<file path="src/rtl/spi_reg_responder.sv">
// spi_reg_responder
// SPI mode-0 slave that decodes command/data frames from an SPI master and
// turns them into single-cycle register-bus reads and writes on clk.
// ss_n, sclk and mosi are oversampled in the clk domain; nothing is clocked
// by sclk. Frame layout: byte0 = {rw, addr[6:0]} (rw=1 read), then data bytes
// until ss_n rises. Reads are prefetched one byte ahead so the next MISO byte
// is ready before the master's first rising edge of that byte.
module spi_reg_responder #(
    parameter int         SYNC_STAGES = 2,
    parameter int         AUTO_INC    = 1,
    parameter logic [7:0] FILL_BYTE   = 8'h00
) (
    input  logic       clk,
    input  logic       rst_n,
    input  logic       ss_n,
    input  logic       sclk,
    input  logic       mosi,
    output logic       miso,
    output logic       miso_tri,
    output logic [6:0] bus_addr,
    output logic       bus_we,
    output logic [7:0] bus_wdata,
    output logic       bus_re,
    input  logic [7:0] bus_rdata,
    output logic       busy,
    output logic       frame_err
);

    typedef enum logic [1:0] {
        IDLE  = 2'd0,
        CMD   = 2'd1,
        WDATA = 2'd2,
        RDATA = 2'd3
    } state_t;

    localparam bit INC_EN = (AUTO_INC != 0);

    state_t state;
    state_t next_state;

    // Synchronizer chains and edge-detect history
    logic [SYNC_STAGES-1:0] ss_sync;
    logic [SYNC_STAGES-1:0] sclk_sync;
    logic [SYNC_STAGES-1:0] mosi_sync;
    logic                   ss_s;
    logic                   sclk_s;
    logic                   mosi_s;
    logic                   ss_prev;
    logic                   sclk_prev;
    logic                   ss_fall;
    logic                   ss_rise;
    logic                   sclk_rise;
    logic                   sclk_fall;

    // Shift datapath
    logic [2:0]             bit_cnt;
    logic [6:0]             rx_shift;
    logic [7:0]             tx_shift;
    logic [7:0]             tx_data;
    logic                   byte_done;

    // Per-cycle control strobes decoded from state and edges
    logic                   frame_start;
    logic                   sample_en;
    logic                   shift_en;
    logic                   byte_last;
    logic                   cmd_done;
    logic                   wr_done;
    logic                   rd_done;
    logic                   abort_err;
    logic [7:0]             rx_byte;

    assign ss_s   = ss_sync[SYNC_STAGES-1];
    assign sclk_s = sclk_sync[SYNC_STAGES-1];
    assign mosi_s = mosi_sync[SYNC_STAGES-1];

    assign ss_fall   = ss_prev & ~ss_s;
    assign ss_rise   = ~ss_prev & ss_s;
    assign sclk_rise = ~sclk_prev & sclk_s;
    assign sclk_fall = sclk_prev & ~sclk_s;

    // Bring the asynchronous SPI pins into the clk domain; ss_n idles high
    always_ff @(posedge clk or negedge rst_n) begin
        if (!rst_n) begin
            ss_sync   <= '1;
            sclk_sync <= '0;
            mosi_sync <= '0;
        end else begin
            ss_sync   <= {ss_sync[SYNC_STAGES-2:0], ss_n};
            sclk_sync <= {sclk_sync[SYNC_STAGES-2:0], sclk};
            mosi_sync <= {mosi_sync[SYNC_STAGES-2:0], mosi};
        end
    end

    // Remember last synchronized levels so edges become one-cycle strobes
    always_ff @(posedge clk or negedge rst_n) begin
        if (!rst_n) begin
            ss_prev   <= 1'b1;
            sclk_prev <= 1'b0;
        end else begin
            ss_prev   <= ss_s;
            sclk_prev <= sclk_s;
        end
    end

    // FSM state register
    always_ff @(posedge clk or negedge rst_n) begin
        if (!rst_n) begin
            state <= IDLE;
        end else begin
            state <= next_state;
        end
    end

    // FSM next-state: ss_n rising always closes the frame, whatever the state
    always_comb begin
        next_state = state;
        if (ss_rise) begin
            next_state = IDLE;
        end else begin
            case (state)
                IDLE:    if (ss_fall) next_state = CMD;
                CMD:     if (cmd_done) next_state = rx_byte[7] ? RDATA : WDATA;
                WDATA:   next_state = WDATA;
                RDATA:   next_state = RDATA;
                default: next_state = IDLE;
            endcase
        end
    end

    // FSM outputs: sclk edges count only inside an open frame, and an sclk edge
    // that coincides with the ss_n edge opening or closing the frame is dropped
    always_comb begin
        frame_start = 1'b0;
        sample_en   = 1'b0;
        shift_en    = 1'b0;
        byte_last   = 1'b0;
        cmd_done    = 1'b0;
        wr_done     = 1'b0;
        rd_done     = 1'b0;
        abort_err   = 1'b0;
        rx_byte     = {rx_shift, mosi_s};
        if (state == IDLE) begin
            frame_start = ss_fall;
        end else begin
            sample_en = sclk_rise & ~ss_rise;
            shift_en  = sclk_fall & ~ss_rise;
            byte_last = sample_en & (bit_cnt == 3'd7);
            abort_err = ss_rise & (bit_cnt != 3'd0);
        end
        cmd_done = byte_last & (state == CMD);
        wr_done  = byte_last & (state == WDATA);
        rd_done  = byte_last & (state == RDATA);
    end

    // Frame status: busy and MISO enable follow the synchronized select,
    // and a close with a partial byte pending raises a one-cycle error
    always_ff @(posedge clk or negedge rst_n) begin
        if (!rst_n) begin
            busy      <= 1'b0;
            miso_tri  <= 1'b1;
            frame_err <= 1'b0;
        end else begin
            frame_err <= abort_err;
            if (frame_start) begin
                busy     <= 1'b1;
                miso_tri <= 1'b0;
            end else if (ss_rise) begin
                busy     <= 1'b0;
                miso_tri <= 1'b1;
            end
        end
    end

    // Receive shifter: MSB-first sampling of mosi on each sclk rise
    always_ff @(posedge clk or negedge rst_n) begin
        if (!rst_n) begin
            bit_cnt  <= 3'd0;
            rx_shift <= 7'd0;
        end else begin
            if (frame_start || ss_rise) begin
                bit_cnt <= 3'd0;
            end else if (sample_en) begin
                bit_cnt  <= bit_cnt + 3'd1;
                rx_shift <= rx_byte[6:0];
            end
        end
    end

    // Transmit shifter: fill byte goes out during the command byte; on the
    // falling edge that ends a byte the prefetched read data is loaded
    always_ff @(posedge clk or negedge rst_n) begin
        if (!rst_n) begin
            miso      <= 1'b0;
            tx_shift  <= 8'd0;
            byte_done <= 1'b0;
        end else begin
            if (frame_start) begin
                miso      <= FILL_BYTE[7];
                tx_shift  <= {FILL_BYTE[6:0], 1'b0};
                byte_done <= 1'b0;
            end else if (ss_rise) begin
                byte_done <= 1'b0;
            end else if (byte_last) begin
                byte_done <= 1'b1;
            end else if (shift_en) begin
                if (byte_done) begin
                    miso      <= tx_data[7];
                    tx_shift  <= {tx_data[6:0], 1'b0};
                    byte_done <= 1'b0;
                end else begin
                    miso     <= tx_shift[7];
                    tx_shift <= {tx_shift[6:0], 1'b0};
                end
            end
        end
    end

    // Register bus: address capture, write strobe, read prefetch and the
    // post-access address increment (wraps naturally at 7 bits)
    always_ff @(posedge clk or negedge rst_n) begin
        if (!rst_n) begin
            bus_addr  <= 7'd0;
            bus_we    <= 1'b0;
            bus_wdata <= 8'd0;
            bus_re    <= 1'b0;
            tx_data   <= 8'd0;
        end else begin
            bus_we <= 1'b0;
            bus_re <= 1'b0;
            if (bus_re) begin
                tx_data <= bus_rdata;
            end
            if (cmd_done) begin
                bus_addr <= rx_byte[6:0];
                bus_re   <= rx_byte[7];
            end else if (rd_done) begin
                bus_addr <= INC_EN ? bus_addr + 7'd1 : bus_addr;
                bus_re   <= 1'b1;
            end else if (wr_done) begin
                bus_wdata <= rx_byte;
                bus_we    <= 1'b1;
            end else if (bus_we) begin
                bus_addr <= INC_EN ? bus_addr + 7'd1 : bus_addr;
            end
        end
    end

endmodule
</file>
<file path="config.mk">
export PLATFORM = sky130hd
export DESIGN_NAME = spi_reg_responder
export DESIGN_NICKNAME = d
export VERILOG_FILES = /design/src/rtl/spi_reg_responder.sv
export SDC_FILE = /design/constraint.sdc
export NUM_CORES = 1
export LEC_CHECK = 0
export CORE_MARGIN = 2
export CORE_UTILIZATION = 49
export DETAILED_ROUTE_END_ITERATION = 8
export PLACE_DENSITY_LB_ADDON = 0.25
export SLEW_MARGIN = 25
export SYNTH_ARGS = -nofsm -noshare
export SYNTH_HDL_FRONTEND = slang
export SYNTH_SLANG_ARGS = --single-unit
</file>
<file path="constraint.sdc">
create_clock -name clk -period 2.2 [get_ports clk]
set_input_delay 0.33 -clock clk [delete_from_list [all_inputs] [get_ports clk]]
set_output_delay 0.33 -clock clk [all_outputs]
set_load 0.01 [all_outputs]
</file>
==> results of run 1 <==
## worst max path at each step
stage | endpoint | slack (ps) | cells after the start
floorplan | bus_wdata[0] | 100 | 9
global placement | bus_wdata[0] | 230 | 7
detailed placement | bus_wdata[0] | 190 | 7
CTS | bus_wdata[0] | 160 | 7
global route | bus_addr[5] | 60 | 8
finish | bus_wdata[0] | 170 | 7
## worst register-to-register path: stages (launching register included)
cell and delay (ps):
dfstp_2 530, inv_1 40, ha_1 190, nor4bb_2 290, buf_4 200, nand2_4 80
or2_1 270, mux2_4 310
## kinds of logic after synthesis
family | synth area share
AO/OA/AOI/OAI | 0.0852
buffers and inverters | 0.0438
flip-flops | 0.570
multiplexers | 0.110
AND/OR/NAND/NOR | 0.137
XOR/XNOR | 0.0244
adder cells (fa/ha/maj) | 0.0299
## report_power, final
| part | internal [mW] | switching [mW] |
|---|---|---|
| Sequential | 1.13 | 0.0756 |
| Clock | 0.467 | 0.400 |
| Combinational | 0.114 | 0.0965 |
## cell type report
type	instances	area share
sequential	57	0.463
multi-input combinational	144	0.316
timing repair buffer	40	0.126
clock buffer	13	0.0514
tap	70	0.0283
inverter	8	0.00971
clock inverter	3	0.00567
## layer usage
metal	wire, um	up-vias
met5	0	-
met2	1990	41
li1	-	840
met3	205	8
met4	108	0
met1	2210	840
## cell usage after synthesis, types with 2 or more instances
library cell / count
dfrtp_1: 53
a221oi_1: 5
nand3_1: 11
a22o_1: 2
nor3_1: 6
buf_6: 3
dfstp_2: 4
and3_1: 4
o21ai_0: 17
clkbuf_1: 8
mux2_2: 16
a31oi_1: 2
nand2_1: 34
xor2_1: 6
nor2_1: 8
ha_1: 6
mux2i_1: 8
inv_1: 7
a21oi_1: 3
## stage by stage
stage | power [mW] | util
floorplan | 1.32 | -
detailed placement | 1.44 | 0.582
CTS | 2.31 | 0.617
global route | 2.39 | 0.617
global placement | 1.43 | 0.582
finish | 2.28 | 0.617
## sequential cells by signal (all words and copies together) (netlist names), 2 cells and up
| name | count |
|---|---|
| state | 2 |
| bus_addr | 7 |
| rx_shift | 7 |
| mosi_sync | 2 |
| bit_cnt | 3 |
| ss_sync | 2 |
| sclk_sync | 2 |
| tx_data | 8 |
| bus_wdata | 8 |
| tx_shift | 7 |
==> results.md, run 1 <==
* Syn nets at 242
* Placed instance count at 319
* Clock buffer depth at 2
* Core Area at 5010 sq um
* Post-cts hold buffer count at 0
* Worst reg2reg path depth at 7
* Largest net degree at the start of global routing at 32
* Worst Hold Class: in2async
* Gr usage total at 0.176
* Wire length of the first global-routing pass at 7250 um
* Seq/Total Area, Yosys at 0.570
* WP data required at 2410 ps
* Register bit total from synthesis at 57
* Final std cells w/o fill at 335
* Mean Syn Cell Area at 11.3 sq um
* Aggregate routed wire length at 4520 um
* Max-Cap Viols at 0
* Worst-path clk slew at 70 ps
* Tightest Pin Transition at 610 ps
* Post-DP HPWL at 3070 um
* Initial core utilization at 0.501
* GRT Max-Usage Layer: met2
* CP startpoint: ss_prev
* Crit end category: flip-flop
* PortBufs at 33
* RR Startpoint: ss_prev
* Crit path buffers/inverters at 2
* Most frequent cells in the layout: dfrtp_1 (53), nand2_1 (34), clkdlybuf4s50_1 (32)
* Final net count at 279
* Post-detailed-route count of antenna-violating nets at 0
* Setup violators final at 0
* Setup CP Type: reg2reg
* Pre-CTS setup slack at 187 ps
* Clk_skew at 7.59 ps
* Final GP Congestion at 0.867
* Yosys warning count at 0
* Root Driver: clkbuf_8
* Clock sinks at 57
* # fillers at 432
* Inserted Clock Buffers at 9
* DRC at 0
* Slew headroom at 0.593
* Drt first pass iters at 4
* R2R setup slack at 170 ps
* CP arrival at 2240 ps
* Reg-to-reg endpoint: bus_wdata[0]
* Total die area at 5710 sq um
* Status: finished clean
* Cell Rows at 26
* CTS tree: done
* VDD IR max at 409 uV
* Die Span Y at 75.6 um
* Area occupied by multi-input gates at 976 sq um
* Pleak at 1.42 nW
* Grt met2 use at 0.247
* Number of enable flip-flop cells after synthesis at 0
* Grt met1 use at 0.244
* Post-CTS sizing at 0
* Family with the most delay on the worst path: simple AND/OR/NAND/NOR gates
* Final slew viol count at 0
* RSZ-0062 raised after global routing: no
* Critical path startpoint category: flip-flop
* GRT Residual Overflow at 0
* Register area at 1430 sq um
* Area leader, netlist: dfrtp_1
* WL/cell at 13.5 um
* Met3 Use GR at 0.0516
* Hold WS at 5.37 ps
* Final setup margin at 172 ps
* Top cells by area, synth: dfrtp_1 (53%), mux2_2 (7.2%), nand2_1 (5.1%)
* Synth Cell Area at 2510 sq um
* Post-route cell area at 3090 sq um
* CP max FO at 8
* Crit-path cells: inv_1, ha_1, nor4bb_2, buf_4, nand2_4, or2_1, mux2_4
* DRT iter0 DRCs at 92
* Share of the synthesized area in the top cell type at 0.528
* Post-CTS setup buffers at 0
* Worst path max stage delay at 530 ps
* Most common cell after layout, fill and taps aside: dfrtp_1
* Hold Fails Final Rpt at 0
* H-tree levels at 3
* Cell area after placement at 2920 sq um
* Layout area overhead at 23.1%
* Vias in the first global route at 1519
* Clk_lat worst skew at 330 ps
* Layout cell share with drive strength beyond 1 at 0.174
* Critical-path top delay cell: dfstp_2
* Chip width at 75.6 um
* F_max at 493 MHz
* FFs w/ async S/R, synth at 1.00
* Fin crit period at 2030 ps
* Count of cell types in the netlist at 39
* Initial antenna violation count at 0
* P per Cell Area at 739 nW/um^2
* DR vias/cell at 5.16
* Vias after detailed routing at 1729
* Post-Syn Instances at 223
* Main synth FF type: dfrtp_1
* Final period util at 0.922
* Io pins at 34
* Setup TNS at 0 ps
* # diodes at 0
No activity file was read; power rests on OpenSTA's default activity.
==> inputs of run 2 (changes only) <==
--- a/config.mk
+++ b/config.mk
@@ -5,8 +5,10 @@
 export SDC_FILE = /design/constraint.sdc
 export NUM_CORES = 1
 export LEC_CHECK = 0
+export CELL_PAD_IN_SITES_DETAIL_PLACEMENT = 0
+export CELL_PAD_IN_SITES_GLOBAL_PLACEMENT = 2
 export CORE_MARGIN = 2
-export CORE_UTILIZATION = 49
+export CORE_UTILIZATION = 32
 export DETAILED_ROUTE_END_ITERATION = 8
 export PLACE_DENSITY_LB_ADDON = 0.25
 export SLEW_MARGIN = 25
==> results.md, run 2 (synthesized netlist as in run 1, its figures left out) <==
* Worst reg2reg path depth at 7
* Inserted Clock Buffers at 9
* Critical-path top delay cell: dfstp_2
* Hold Path Stages at 0
* Post-CTS setup buffers at 0
* Clk pwr share at 0.464
* Sw Pwr at 0.587 mW
* Setup violators final at 0
* Root Driver: clkbuf_8
* Crit-path cells: inv_1, ha_1, nor4bb_2, buf_4, nand2_4, or2_1, mux2_4
* Initial core utilization at 0.328
* Chip width at 92.6 um
* Slew headroom at 0.652
* Pleak at 1.48 nW
* # diodes at 0
* WL/cell at 13.3 um
* Final net count at 282
* GRT Residual Overflow at 0
* Vias after detailed routing at 1715
* Largest net degree at the start of global routing at 37
* DR vias/cell at 4.64
* Largest regs: bus_wdata x8, tx_data x8
* Max-Cap Viols at 0
* Critical path startpoint category: flip-flop
* Setup TNS at 0 ps
* Final GP Congestion at 0.727
* Pwr Total at 2.65 mW
* Layout cell share with drive strength beyond 1 at 0.187
* CP max FO at 8
* Clock buffer depth at 2
* Cell Rows at 32
* Gate power share at 0.081
* Aggregate routed wire length at 4910 um
* Vias in the first global route at 1686
* P per Cell Area at 819 nW/um^2
* # fillers at 766
* Most frequent cells in the layout: dfrtp_1 (53), nand2_1 (34), clkdlybuf4s50_1 (32)
* CTS tree: done
* Clock sinks at 57
* VDD IR max at 290 uV
* Initial antenna violation count at 0
* Clk_lat worst skew at 330 ps
* Area occupied by multi-input gates at 977 sq um
* Fin crit period at 1990 ps
* Hold Fails Final Rpt at 0
* Gr usage total at 0.128
* Tightest Pin Transition at 521 ps
* Internal power at 2.06 mW
* Layout area overhead at 28.8%
* F_max at 503 MHz
* Worst-path clk slew at 60 ps
* WP data required at 2420 ps
* DRC at 0
* Core Area at 7650 sq um
* Status: finished clean
* Post-layout util at 0.423
* Part of the power in registers at 0.455
* Die Span Y at 92.6 um
* Post-detailed-route count of antenna-violating nets at 0
* Final period util at 0.904
* Post-DP HPWL at 3320 um
* Clk_skew at 6.53 ps
* PortBufs at 33
* Most common cell after layout, fill and taps aside: dfrtp_1
* RSZ-0062 raised after global routing: no
* DRT iter0 DRCs at 102
* CP arrival at 2210 ps
* Wire length of the first global-routing pass at 8410 um
* Setup CP Type: reg2reg
* Total die area at 8570 sq um
* Crit end category: flip-flop
* Worst Hold Class: reg2reg
* Drt first pass iters at 4
* Worst path max stage delay at 530 ps
* Io pins at 34
* Switch share at 0.221
* Register area at 1430 sq um
* H-tree levels at 3
* Final slew viol count at 0
[run 2: changes by cell type in the layout (fill, tap and decap cells not counted), sizes merged]
cell | previous run | this run
clkinvlp | 1 | 0
buf | 8 | 10
bufinv | 0 | 3
clkinv | 3 | 2
dlygate4sd3 | 0 | 1
clkbuf | 13 | 12
[run 2: area by class of cell]
type,count,area share
clock buffer,12,0.0480
clock inverter,4,0.0305
inverter,8,0.00928
multi-input combinational,144,0.302
sequential,57,0.442
tap,102,0.0394
timing repair buffer,43,0.128
[run 2: layer usage]
layer  up-vias  track usage  share of wire
li1        848            -              -
met1       828        0.187           0.52
met2        30        0.172           0.43
met3         9       0.0439          0.039
met4         0       0.0560          0.018
met5         -            0              0
[run 2: per-stage QoR]
| step | setup WS [ps] | instances | hold slack, ps | area [sq um] |
|---|---|---|---|---|
| after floorplan | 96.9 | 223 | 34.4 | 2510 |
| after global placement | 202 | 353 | 333 | 2970 |
| after detailed placement | 172 | 353 | 335 | 2970 |
| after CTS | 167 | 370 | 350 | 3230 |
| after global routing | 19.2 | 370 | 353 | 3240 |
| final | 212 | 370 | 349 | 3240 |
[run 2: worst paths after layout]
| kind | slack, ps | end | from |
|---|---|---|---|
| min in group asynchronous | 520 | bus_wdata[3] | rst_n |
| setup / recovery | 210 | bus_wdata[0] | ss_prev |
| max in group asynchronous | 1050 | ss_sync[0] | rst_n |
| hold reg to reg | 350 | mosi_sync[1] | mosi_sync[0] |
| hold / removal | 350 | mosi_sync[1] | mosi_sync[0] |
| setup reg to reg | 210 | bus_wdata[0] | ss_prev |
[run 2: critical path, delay by kind of cell, from the launching register on]
family / cells / cell delay [ps]
buffers and inverters: 2 / 240
and+or+nand+nor: 3 / 610
adders and majority gates: 1 / 190
muxes: 1 / 300
DFF: 1 / 530
[run 2: repair_timing]
action                                  CTS  global route
hold endpoints to repair                 21             0
endpoints found under the setup margin    0             2
resized for setup                         0             1
hold buffers                              1             0
[run 2: power groups by stage]
stage	registers, mW	logic [mW]	clock network, mW
2_1_floorplan	1.20	0.124	0
3_3_place_gp	1.23	0.217	0
3_5_place_dp	1.23	0.218	0
4_1_cts	1.21	0.221	1.27
5_1_grt	1.22	0.242	1.33
6_report	1.21	0.214	1.23
==> inputs of run 3 (changes only) <==
--- a/config.mk
+++ b/config.mk
@@ -8,7 +8,7 @@
 export CELL_PAD_IN_SITES_DETAIL_PLACEMENT = 0
 export CELL_PAD_IN_SITES_GLOBAL_PLACEMENT = 2
 export CORE_MARGIN = 2
-export CORE_UTILIZATION = 32
+export CORE_UTILIZATION = 30
 export DETAILED_ROUTE_END_ITERATION = 8
 export PLACE_DENSITY_LB_ADDON = 0.25
 export SLEW_MARGIN = 25
==> results.md, run 3 (synthesized netlist as in run 1, its figures left out) <==
* Switch share at 0.254
* Final std cells w/o fill at 373
* Setup TNS at 0 ps
* Largest net degree at the start of global routing at 30
* Final net count at 282
* VDD IR max at 294 uV
* Chip width at 95.5 um
* Root Driver: clkbuf_8
* Setup CP Type: reg2reg
* Initial core utilization at 0.307
* Vias in the first global route at 1621
* DR vias/cell at 4.63
* RSZ-0062 raised after global routing: no
* F_max at 489 MHz
* Aggregate routed wire length at 5160 um
* Final period util at 0.929
* Clock buffer depth at 2
* Gate power share at 0.090
* Post-detailed-route count of antenna-violating nets at 0
* Clk_skew at 7.36 ps
* PortBufs at 33
* DRC at 0
* WL/cell at 13.8 um
* Worst Hold Class: in2async
* Post-CTS sizing at 0
* Slew headroom at 0.705
* Gr usage total at 0.127
* Io pins at 34
* CP arrival at 2270 ps
* Placed instance count at 357
* Initial antenna violation count at 0
* CP max FO at 8
* DRT iter0 DRCs at 73
* Setup violators final at 0
* Family with the most delay on the worst path: simple AND/OR/NAND/NOR gates
* P per Cell Area at 761 nW/um^2
* Stages on worst setup path at 7
* Crit-path cells: inv_1, ha_1, nor4bb_2, buf_4, nand2_4, or2_1, mux2_4
* Post-CTS setup buffers at 0
* Crit end category: flip-flop
* Vias after detailed routing at 1727
* # diodes at 0
* Status: finished clean
* Worst reg2reg path depth at 7
* Post-cts hold buffer count at 0
* Part of the power in registers at 0.503
* Inserted Clock Buffers at 9
* H-tree levels at 3
* Clk pwr share at 0.406
* GRT Residual Overflow at 0
* Drt first pass iters at 4
* Wire length of the first global-routing pass at 8540 um
* Largest regs: bus_wdata x8, tx_data x8
* Pleak at 1.44 nW
* # fillers at 814
* Pwr Total at 2.41 mW
* Internal power at 1.80 mW
* Critical path startpoint category: flip-flop
* CTS tree: done
* Max-Cap Viols at 0
* Layout area overhead at 26.1%
* Clock sinks at 57
* Worst-path clk slew at 70 ps
* Final GP Congestion at 0.720
* WP data required at 2420 ps
* Tightest Pin Transition at 443 ps
* Most common cell after layout, fill and taps aside: dfrtp_1
* Sw Pwr at 0.613 mW
* Critical-path top delay cell: dfstp_2
* Clk_lat worst skew at 340 ps
* Hold Fails Final Rpt at 0
* Die Span Y at 95.5 um
* Layout cell share with drive strength beyond 1 at 0.187
* Final slew viol count at 0
* Hold WS at 6.82 ps
* Post-DP HPWL at 3500 um
* Cell Rows at 33
* Most frequent cells in the layout: dfrtp_1 (53), nand2_1 (34), clkdlybuf4s50_1 (32)
* Crit path buffers/inverters at 2
* Worst path max stage delay at 530 ps
* Fin crit period at 2040 ps
* Total die area at 9120 sq um
* Core Area at 8180 sq um
[run 3: layer usage]
layer  wire (um)  global-route usage  vias to the layer above  part of all wire
met4         113              0.0607                        0             0.022
met1        2730               0.188                      819              0.53
li1            -                   -                      853                 -
met2        2030               0.160                       43              0.39
met5           0                   0                        -                 0
met3         288              0.0451                       12             0.056
[run 3: power by group through the flow]
stage / registers [mW] / logic (mW) / clock network (mW)
floorplan: 1.20 / 0.124 / 0
global placement: 1.23 / 0.221 / 0
detailed placement: 1.23 / 0.222 / 0
CTS: 1.21 / 0.223 / 1.01
global route: 1.22 / 0.245 / 1.07
finish: 1.21 / 0.218 / 0.979
[run 3: path summary, 6_finish.rpt]
path / start / endpoint / slack (ps)
setup reg to reg: ss_prev / bus_wdata[0] / 160
hold / removal: rst_n / bus_addr[5] / 7
setup / recovery: ss_prev / bus_wdata[0] / 160
min in group clk: mosi_sync[0] / mosi_sync[1] / 360
hold reg to reg: mosi_sync[0] / mosi_sync[1] / 360
max in group asynchronous: rst_n / ss_sync[1] / 1850
[run 3: area by class of cell]
type / count / area (sq um) / share of cell area
clock buffers: 11 / 141 / 0.0447
inverters: 8 / 30.0 / 0.00949
well taps: 105 / 131 / 0.0415
multi-input cells: 144 / 976 / 0.308
flip-flops and latches: 57 / 1430 / 0.452
clock inverters: 5 / 55.1 / 0.0174
repair buffers: 43 / 400 / 0.126
[run 3: worst reg2reg max path: stages (launching register included)]
cell and delay (ps):
dfstp_2 530, inv_1 40, ha_1 190, nor4bb_2 270, buf_4 200, nand2_4 90, or2_1 290, mux2_4 310
[run 3: metrics by stage]
| stage | cell area (sq um) | setup WS, ps | utilization |
|---|---|---|---|
| floorplan | 2510 | 96.9 | - |
| global placement | 2970 | 195 | 0.363 |
| detailed placement | 2970 | 166 | 0.363 |
| CTS | 3170 | 151 | 0.387 |
| global route | 3170 | 31.4 | 0.387 |
| finish | 3170 | 155 | 0.387 |
